**src/rtl/mips_mem_pkg.sv**
```systemverilog
// Shared definitions for the load/store engine.
//   - SZ_* : request size encodings (byte, halfword, word, reserved)
//   - mau_state_e : FSM state encoding of mem_access_unit
//   - MEM_BYTES_DEFAULT : default data memory size in bytes
//   - size_nbytes() : number of bytes touched by a request size
package mips_mem_pkg;

  localparam int unsigned MEM_BYTES_DEFAULT = 44;

  localparam logic [1:0] SZ_BYTE = 2'b00;
  localparam logic [1:0] SZ_HALF = 2'b01;
  localparam logic [1:0] SZ_WORD = 2'b10;
  localparam logic [1:0] SZ_RSVD = 2'b11;

  typedef enum logic [2:0] {
    StIdle,
    StLoad,
    StRmwRd,
    StStore,
    StDone
  } mau_state_e;

  // Reserved size reports 4 bytes; it is rejected before the range check matters.
  function automatic logic [2:0] size_nbytes(input logic [1:0] size);
    unique case (size)
      SZ_BYTE: size_nbytes = 3'd1;
      SZ_HALF: size_nbytes = 3'd2;
      default: size_nbytes = 3'd4;
    endcase
  endfunction

endpackage

```
**src/rtl/mem_lane_align.sv**
```systemverilog
// Big-endian lane handling for sub-word accesses (purely combinational).
// Ports:
//   i_size   : access size (SZ_BYTE / SZ_HALF / SZ_WORD)
//   i_offset : byte offset within the word (addr[1:0])
//   i_signed : sign-extend the extracted lane
//   i_word   : full memory word (load data or read-modify-write source)
//   i_wdata  : right-aligned store data
//   o_ext    : extracted and extended lane
//   o_merged : i_word with the addressed lane replaced by i_wdata (i_wdata for words)
module mem_lane_align
  import mips_mem_pkg::*;
(
  input  logic [1:0]  i_size,
  input  logic [1:0]  i_offset,
  input  logic        i_signed,
  input  logic [31:0] i_word,
  input  logic [31:0] i_wdata,
  output logic [31:0] o_ext,
  output logic [31:0] o_merged
);

  logic [7:0]  w_byte;
  logic [15:0] w_half;

  // Byte offset k lives in bits [31-8k -: 8]; halfword offset 2 is the low half.
  always_comb begin
    w_byte = 8'h00;
    unique case (i_offset)
      2'd0: w_byte = i_word[31:24];
      2'd1: w_byte = i_word[23:16];
      2'd2: w_byte = i_word[15:8];
      2'd3: w_byte = i_word[7:0];
      default: w_byte = 8'h00;
    endcase
    w_half = i_offset[1] ? i_word[15:0] : i_word[31:16];
  end

  always_comb begin
    o_ext = i_word;
    case (i_size)
      SZ_BYTE: o_ext = {{24{i_signed & w_byte[7]}}, w_byte};
      SZ_HALF: o_ext = {{16{i_signed & w_half[15]}}, w_half};
      default: o_ext = i_word;
    endcase
  end

  always_comb begin
    o_merged = i_word;
    case (i_size)
      SZ_BYTE: begin
        unique case (i_offset)
          2'd0: o_merged[31:24] = i_wdata[7:0];
          2'd1: o_merged[23:16] = i_wdata[7:0];
          2'd2: o_merged[15:8]  = i_wdata[7:0];
          2'd3: o_merged[7:0]   = i_wdata[7:0];
          default: o_merged = i_word;
        endcase
      end
      SZ_HALF: begin
        if (i_offset[1]) o_merged[15:0] = i_wdata[15:0];
        else             o_merged[31:16] = i_wdata[15:0];
      end
      default: o_merged = i_wdata;
    endcase
  end

endmodule

```
**src/rtl/mem_access_unit.sv**
```systemverilog
// Load/store engine driving a byte-addressed, big-endian, word-port data memory.
// Ports:
//   clk, rst_n                : clock (rising edge), asynchronous active-low reset
//   req_valid/req_ready       : request handshake; accepted when both are high at clk
//   req_write/size/signed/addr/wdata : request fields, latched on acceptance
//   resp_valid/rdata/err      : one-cycle completion pulse with load data and error flag
//   mem_addr/wdata/read/write : word-aligned memory port; mem_rdata is combinational
module mem_access_unit
  import mips_mem_pkg::*;
#(
  parameter int unsigned MEM_BYTES = MEM_BYTES_DEFAULT,
  parameter int unsigned ADDR_W    = 32
) (
  input  logic              clk,
  input  logic              rst_n,
  input  logic              req_valid,
  output logic              req_ready,
  input  logic              req_write,
  input  logic [1:0]        req_size,
  input  logic              req_signed,
  input  logic [ADDR_W-1:0] req_addr,
  input  logic [31:0]       req_wdata,
  output logic              resp_valid,
  output logic [31:0]       resp_rdata,
  output logic              resp_err,
  output logic [ADDR_W-1:0] mem_addr,
  output logic [31:0]       mem_wdata,
  output logic              mem_read,
  output logic              mem_write,
  input  logic [31:0]       mem_rdata
);

  mau_state_e        r_state, w_state_next;
  logic              r_write;
  logic [1:0]        r_size;
  logic              r_signed;
  logic [ADDR_W-1:0] r_addr;
  logic [31:0]       r_wdata;
  logic              r_err;
  logic [31:0]       r_merge;
  logic [31:0]       r_rdata;

  logic [2:0]        w_nbytes;
  logic [ADDR_W:0]   w_limit;
  logic              w_oor;
  logic              w_err;
  logic              w_accept;
  logic [31:0]       w_lane_word;
  logic [31:0]       w_ext;
  logic [31:0]       w_merged;

  // Range check is done one bit wider so addresses near 2^ADDR_W cannot wrap into range.
  always_comb begin
    w_nbytes = size_nbytes(req_size);
    w_limit  = (ADDR_W + 1)'(MEM_BYTES) - (ADDR_W + 1)'(w_nbytes);
    w_oor    = {1'b0, req_addr} > w_limit;
    unique case (req_size)
      SZ_BYTE: w_err = w_oor;
      SZ_HALF: w_err = req_addr[0] | w_oor;
      SZ_WORD: w_err = (req_addr[1:0] != 2'b00) | w_oor;
      default: w_err = 1'b1;
    endcase
  end

  assign w_accept = (r_state == StIdle) && req_valid;

  // The aligner sees the live read word while loading and the merge register otherwise.
  assign w_lane_word = (r_state == StLoad) ? mem_rdata : r_merge;

  mem_lane_align u_lane_align (
    .i_size   (r_size),
    .i_offset (r_addr[1:0]),
    .i_signed (r_signed),
    .i_word   (w_lane_word),
    .i_wdata  (r_wdata),
    .o_ext    (w_ext),
    .o_merged (w_merged)
  );

  always_ff @(posedge clk or negedge rst_n) begin
    if (!rst_n) begin
      r_state  <= StIdle;
      r_write  <= 1'b0;
      r_size   <= SZ_BYTE;
      r_signed <= 1'b0;
      r_addr   <= '0;
      r_wdata  <= '0;
      r_err    <= 1'b0;
      r_merge  <= '0;
      r_rdata  <= '0;
    end else begin
      r_state <= w_state_next;
      if (w_accept) begin
        r_write  <= req_write;
        r_size   <= req_size;
        r_signed <= req_signed;
        r_addr   <= req_addr;
        r_wdata  <= req_wdata;
        r_err    <= w_err;
        r_rdata  <= '0;
      end
      if (r_state == StLoad)  r_rdata <= w_ext;
      if (r_state == StRmwRd) r_merge <= mem_rdata;
    end
  end

  always_comb begin
    w_state_next = r_state;
    req_ready    = 1'b0;
    resp_valid   = 1'b0;
    mem_read     = 1'b0;
    mem_write    = 1'b0;
    mem_addr     = '0;
    mem_wdata    = '0;
    unique case (r_state)
      StIdle: begin
        req_ready = 1'b1;
        if (req_valid) begin
          if (w_err)                  w_state_next = StDone;
          else if (!req_write)        w_state_next = StLoad;
          else if (req_size == SZ_WORD) w_state_next = StStore;
          else                        w_state_next = StRmwRd;
        end
      end
      StLoad: begin
        mem_read     = 1'b1;
        mem_addr     = {r_addr[ADDR_W-1:2], 2'b00};
        w_state_next = StDone;
      end
      StRmwRd: begin
        mem_read     = 1'b1;
        mem_addr     = {r_addr[ADDR_W-1:2], 2'b00};
        w_state_next = StStore;
      end
      StStore: begin
        mem_write    = 1'b1;
        mem_addr     = {r_addr[ADDR_W-1:2], 2'b00};
        mem_wdata    = w_merged;
        w_state_next = StDone;
      end
      StDone: begin
        resp_valid   = 1'b1;
        w_state_next = StIdle;
      end
      default: w_state_next = StIdle;
    endcase
  end

  assign resp_err   = r_err & (r_state == StDone);
  assign resp_rdata = r_rdata;

  // r_write is kept for visibility of the latched request; routing is state-driven.
  logic w_unused;
  assign w_unused = r_write;

endmodule
```
**config.mk**
```make
export PLATFORM = sky130hd
export DESIGN_NAME = mem_access_unit
export DESIGN_NICKNAME = d
export VERILOG_FILES = /design/src/rtl/mips_mem_pkg.sv /design/src/rtl/mem_lane_align.sv /design/src/rtl/mem_access_unit.sv
export SDC_FILE = /design/constraint.sdc
export NUM_CORES = 1
export LEC_CHECK = 0
export ABC_AREA = 0
export CORE_UTILIZATION = 45
export CTS_CLUSTER_DIAMETER = 40
export CTS_CLUSTER_SIZE = 12
export DETAILED_ROUTE_END_ITERATION = 16
export GPL_TIMING_DRIVEN = 0
export PLACE_DENSITY_LB_ADDON = 0.3
export SLEW_MARGIN = 20
export SYNTH_ARGS = -nofsm -noshare
export SYNTH_HDL_FRONTEND = slang
export SYNTH_SLANG_ARGS = --single-unit
```
**constraint.sdc**
```tcl
create_clock -name clk -period 4.99 [get_ports clk]
set_clock_uncertainty 0.05 [all_clocks]
set_input_delay 0.499 -clock clk [delete_from_list [all_inputs] [get_ports clk]]
set_output_delay 0.499 -clock clk [all_outputs]
set_load 0.01 [all_outputs]
```
Yosys cells after proc, flatten, opt, wreduce, memory -nomap -nowiden

Cells that the tools add are included.

ROM bits: 0
Word-level logic and storage cells: 62
Output and inout bits: 101
Memories: 0
Register bits after elaboration: 135
Bits in writable memories: 0
Latch bits: 0
Input bits: 103

Bitwise gates (word level): 5
Reductions and logical operators: 10
Add/sub/neg operators: 1
Multipliers: 0
Divide/modulo/power cells: 0
$lt $le $gt $ge: 1
Equal/unequal tests: 11
Shift operators: 0
Muxes and demuxes: 26

Operators with widths:

| operator                                             | count |
|---|---|
| 2-to-1 mux 32 bit                                    | 5 |
| one-hot mux 32 bit (2 select lines)                  | 2 |
| 2-to-1 mux 16 bit                                    | 3 |
| > comparator 32 x 33 -> 1 bit                        | 1 |
| 2-to-1 mux 8 bit                                     | 4 |
| one-hot mux 8 bit (4 select lines)                   | 1 |
| one-hot mux 3 bit (3 select lines)                   | 1 |
| subtractor 6 x 3 -> 7 bit (first input constant)     | 1 |
| equality test 2 x 1 -> 1 bit (second input constant) | 3 |
| equality test 2 bit (second input constant)          | 3 |
| equality test 3 x 2 -> 1 bit (second input constant) | 2 |
| zero test 2 bit                                      | 3 |
| 2-to-1 mux 3 bit                                     | 2 |
| one-hot mux 3 bit (2 select lines)                   | 1 |
| 2-to-1 mux 1 bit                                     | 5 |
| nonzero test 2 bit                                   | 2 |
| OR reduction 2 bit                                   | 2 |
| bitwise AND 1 bit                                    | 3 |
| equality test 3 x 1 -> 1 bit (second input constant) | 1 |
| equality test 3 bit (second input constant)          | 1 |
| zero test 3 bit                                      | 1 |
| one-hot mux 1 bit (3 select lines)                   | 1 |
| OR reduction 3 bit                                   | 1 |
| 2-to-1 mux 2 bit                                     | 1 |
| other kinds (3)                                      | 4 |

Logic depth before layout (Yosys ltp)

Depth after elaboration: 9
Gate-level depth with buffers: 11
Gate-level depth less buffers: 11

Hierarchy

From an unflattened synthesis, not the netlist that was laid out.

Cells, all modules: 899
Area total of the unflattened synthesis: 8080.2 um^2

By module, submodules not included:

| module          | cells each | area an instance (um^2) | times used | seq. area each (um^2) |
|---|---|---|---|---|
| mem_access_unit | 662        | 6341.1                  | 1          | 3378.2 |
| mem_lane_align  | 237        | 1739.2                  | 1          | 0.0 |

Worst setup path before layout

Ideal clock, no wire load.

Path kind: input -> register
Start: input port req_size[1]
End: register r_err
Arrival time: 2.177 ns
Setup slack: 2.638 ns
Cell stages on the path: 11
Data required time: 4.815 ns
Library setup time: 0.125 ns
Path buffers: 0
Path through: inv_1 ha_1 inv_1 ha_1 xnor2_1 ha_1 a21oi_1 o21ai_0 a41oi_1 a21oi_1 mux2_2

Word-level cells in the longest chain between the ends: 6
Elaborated cells between the ends (all ways): 9
Classes of those cells: 1 x add/sub; 1 x order compare; 2 x eq/ne; 2 x mux; 2 x bitwise; 1 x reduce/logical

RTL lines:

| what                                                                   | line                                         | source |
|---|---|---|
| start: declaration                                                     | mem_access_unit.sv:19                        | `input logic [1:0] req_size,` |
| equality test 2 x 1 -> 1 bit / zero test 2 bit (equally long branches) | mips_mem_pkg.sv:25, mem_access_unit.sv:57    |  |
| one-hot mux 3 bit (2 select lines)                                     | mips_mem_pkg.sv:25                           | `unique case (size)` |
| subtractor 6 x 3 -> 7 bit                                              | mem_access_unit.sv:55                        | `w_limit = (ADDR_W + 1)'(MEM_BYTES) - (ADDR_W + 1)'(w_nbytes);` |
| > comparator 32 x 33 -> 1 bit                                          | mem_access_unit.sv:56                        | `w_oor = {1'b0, req_addr} > w_limit;` |
| OR 1 bit (on tied branches)                                            | mem_access_unit.sv:60, mem_access_unit.sv:59 |  |
| one-hot mux 1 bit (3 select lines) *                                   | mem_access_unit.sv:57                        | `unique case (req_size)` |
| end signal: assignment                                                 | mem_access_unit.sv:99                        | `r_err <= w_err;` |
| end: declaration                                                       | mem_access_unit.sv:39                        | `logic r_err;` |

Mark *: on every way between the ends. The rest lies on a longest branch, timed or not.
A chain may end at the register's enable or synchronous reset.

Worst setup path in the final report

Start: register r_state[2]
End: output port mem_wdata[30]

Word-level cells in the longest chain between the ends: 5
Elaborated cells between the ends (all ways): 7
Classes of those cells: 2 x eq/ne; 5 x mux

RTL lines:

| what                                                         | line                                       | source |
|---|---|---|
| start: declaration                                           | mem_access_unit.sv:33                      | `mau_state_e r_state, w_state_next;` |
| start signal: assignment                                     | mem_access_unit.sv:82                      | `r_state <= StIdle;` |
| start signal: assignment                                     | mem_access_unit.sv:92                      | `r_state <= w_state_next;` |
| equality test 3 x 1 -> 1 bit                                 | mem_access_unit.sv:68                      | `assign w_lane_word = (r_state == StLoad) ? mem_rdata : r_merge;` |
| 2-to-1 mux 32 bit                                            | mem_access_unit.sv:68                      |  |
| 2-to-1 mux 16 bit / 2-to-1 mux 8 bit (equally long branches) | mem_lane_align.sv:60, mem_lane_align.sv:51 |  |
| one-hot mux 32 bit (2 select lines)                          | mem_lane_align.sv:49                       | `case (i_size)` |
| 2-to-1 mux 32 bit *                                          | mem_access_unit.sv:115                     | `unique case (r_state)` |
| end: declaration                                             | mem_access_unit.sv:27                      | `output logic [31:0] mem_wdata,` |

Marked as above.

==> run_results.csv <==
group,metric,value,unit
logic_synthesis,synth-seq-cells,135,
logic_synthesis,yosysSeqAreaShare,47.29,%
clocking,post_cts_resized,0,
critical_path,worst_setup_path_end_kind,"output port",
die,die_area,16380,sq um
power_and_ir_drop,ir_drop,0.3307,mV
power_and_ir_drop,p_seq_share,32.2,%
logic_synthesis,synthTopCellsByCount,"nand2_1, dfrtp_1, a21oi_1",
placed_design,placed_cell_area,9457,sq um
power_and_ir_drop,switching_power,2.543,mW
global_route,grt-ovfl-total,0,
status,status,"finished clean",
power_and_ir_drop,power_density,608.0,nW/um^2
power_and_ir_drop,p_clk_share,22.0,%
drt,drc,0,
logic_synthesis,synth.top_cell.area_share,47.29,%
global_route,grt_pass1_vias,6973,
logic_synthesis,syn_inst,868,
critical_path,cp-start-kind,"register",
critical_path,crit_type,"register to output port",
power_and_ir_drop,swShare,41.38,%
timing,maxSlewViolCount,0,
drt,via_per_inst,5.527,
finish,ff_latch_area,3378,sq um
global_route,grt_pass1_wl,36.54,mm
power_and_ir_drop,leakage,4.632,nW
clocking,clk_latency,0.43,ns
placed_design,placement.io_buffers,201,
power_and_ir_drop,p_int,3.602,mW
clocking,htree_levels,4,
die,die_x,128,microns
timing,rsz0062_at_grt,"false",
placed_design,post-place-ws,1.699,ns
logic_synthesis,yosys-top-cells-area,"dfrtp_1, nand2_1, mux2i_1, a21oi_1, and2_1",
logic_synthesis,synth_edf_count,0,
power_and_ir_drop,power.share.combinational,45.8,%
global_route,grt_use_total,29.30,%
critical_path,critical-path-slowest-cell,"clkdlybuf4s50_1",
drt,drt_iter0_drc,699,
logic_synthesis,yosysUniqueCellTypes,44,
timing,tightest_slew,0.8346,ns
critical_path,arrival,3.25,ns
logic_synthesis,syn-cell-area,7144,sq um
critical_path,worst-path-buf-inv,3,
clocking,ctsLongestPathBuffers,2,
logic_synthesis,yosys.cell_count.top_type,"nand2_1",
finish,diodes,0,
placed_design,gp_congestion,0.9552,
die,io_pins,204,
die,fp.dieH,128,microns
global_route,grt_max_degree,85,
timing,min_period_over_period,76.22,%
die,rows,45,
critical_path,critPathMaxFanout,10,
timing,final_hold_viol_count,0,
logic_synthesis,synthFlopType,"dfrtp_1",
timing,finalSetupViolations,0,
finish,final_area,10110,sq um
timing,worst_slack,1.187,ns
timing,slew_headroom,43.93,%
clocking,numCtsBuffers,17,
drt,routed_wl,23.08,mm
timing,fin_crit,3.803,ns
logic_synthesis,syn_area_per_cell,8.231,sq um
clocking,cts_tree,"yes",
drt,vias,7268,
drt,antenna_left,0,
placed_design,dp_cells,1282,
die,initial_core_util,46.48,%
finish,multi_input_area,3460,sq um
clocking,cts_root_buffer,"clkbuf_16",
finish,fin_nets,1203,
finish,area_growth,41.49,%
critical_path,cp_cell_sequence,"nor2b_1 > nand2_1 > inv_2 > nand2b_1 > clkbuf_1 > a221oi_1 > a21o_1 > clkdlybuf4s50_1",
logic_synthesis,yosysWarnings,0,
drt,drt_pre_antenna_iters,5,
logic_synthesis,async_reset_ff_share,100.0,%
power_and_ir_drop,power,6.146,mW
clocking,clk_pin_slew,0.06,ns
finish,instances_no_fill,1315,
finish,layout-drive-gt1-share,4.891,%
logic_synthesis,synth_top_area_cell,"dfrtp_1",
timing,fmax,262.9,MHz
timing,hold_slack,0.4150,ns
critical_path,cp.required,4.44,ns
finish,nFillCells,1301,
finish,final_util,65.76,%
critical_path,cp_slowest_stage_delay,0.53,ns
critical_path,critPathTopFamily,"buffers and inverters",
drt,wl_per_cell,17.55,microns
placed_design,hpwl,17.31,mm
clocking,cts.sinks,135,
global_route,antenna_found_initial,0,
hold_path,hp-class,"register to register",
run,max_cap_viol_count,0,
die,coreArea,15370,sq um
timing,tns,0,ns
-- flip-flops by register name, summed over array words and instances, names as in the netlist --
name and flops:
r_addr 32, r_wdata 32, r_signed 1, r_err 1, r_state 3, r_size 2, resp_rdata 32, r_merge 32
-- area by class of cell --
cell class,count,share of cell area [%]
clock inverters,11,1.696
inverters,18,0.6684
multi-input cells,658,34.22
plain buffers,58,2.401
well taps,211,2.612
flip-flops and latches,135,33.42
repair buffers,203,20.32
clock buffers,21,4.654
-- worst min-delay path, stage by stage, from the launching register on --
cell and delay, ns:
dfrtp_1 0.33, nand2_1 0.05, nand2_1 0.05
-- logic make-up (layout without fill, tap and decap cells) --
group | Yosys count | in the layout | synth area share [%]
compound gates | 160 | 160 | 14.68
buf+inv | 76 | 311 | 4.343
flops | 135 | 135 | 47.29
other cells | 1 | 2 | 0.05249
simple gates | 447 | 447 | 26.25
mux | 39 | 39 | 5.692
fa+ha+maj | 9 | 9 | 1.576
xor+xnor | 1 | 1 | 0.1226
-- layer usage --
layer | vias up | part of all wire [%] | GRT usage, %
met2 | 402 | 46 | 46.26
met1 | 3440 | 41 | 38.81
met4 | 0 | 2.5 | 10.17
met5 | - | 0 | 0
li1 | 3378 | - | -
met3 | 48 | 11 | 8.097
-- cells in the final DEF, fill, tap and decap left out, types with 17 or more instances in the layout --
cell type	netlist	layout
a21oi_1	52	52
and2_1	35	35
clkbuf_1	43	44
clkbuf_16	0	17
clkdlybuf4s50_1	0	200
dfrtp_1	135	135
mux2i_1	35	35
nand2_1	334	334
nand3_1	17	17
nor2_1	27	27
o21ai_0	29	29
-- worst paths after layout --
kind	endpoint	start	cells past startpoint	slack (ns)
max	mem_wdata[30]	r_state[2]	8	1.19
min	r_addr[28]	r_addr[28]	2	0.41
max reg2reg	resp_rdata[2]	r_state[1]	8	2.47
min reg2reg	r_addr[28]	r_addr[28]	2	0.41
max in group asynchronous	r_err	rst_n	3	3.60
min in group asynchronous	resp_rdata[20]	rst_n	2	0.53
-- power by group through the flow --
stage	clock, mW	combinational (mW)	sequential (mW)
final	1.35	2.82	1.98
after detailed placement	0	2.75	1.97
after global placement	0	2.69	1.96
after floorplan	0	1.66	1.90
after CTS	1.36	2.77	1.96
after global routing	1.42	3.07	2.03
-- timing repair --
| item | CTS | global route |
|---|---|---|
| hold buffers | 1 | 0 |
| hold endpoints to repair | 51 | 0 |
| buffers inserted | 0 | 0 |
| endpoints found under the setup margin | 0 | 0 |
(Power assumes the default switching activity.)
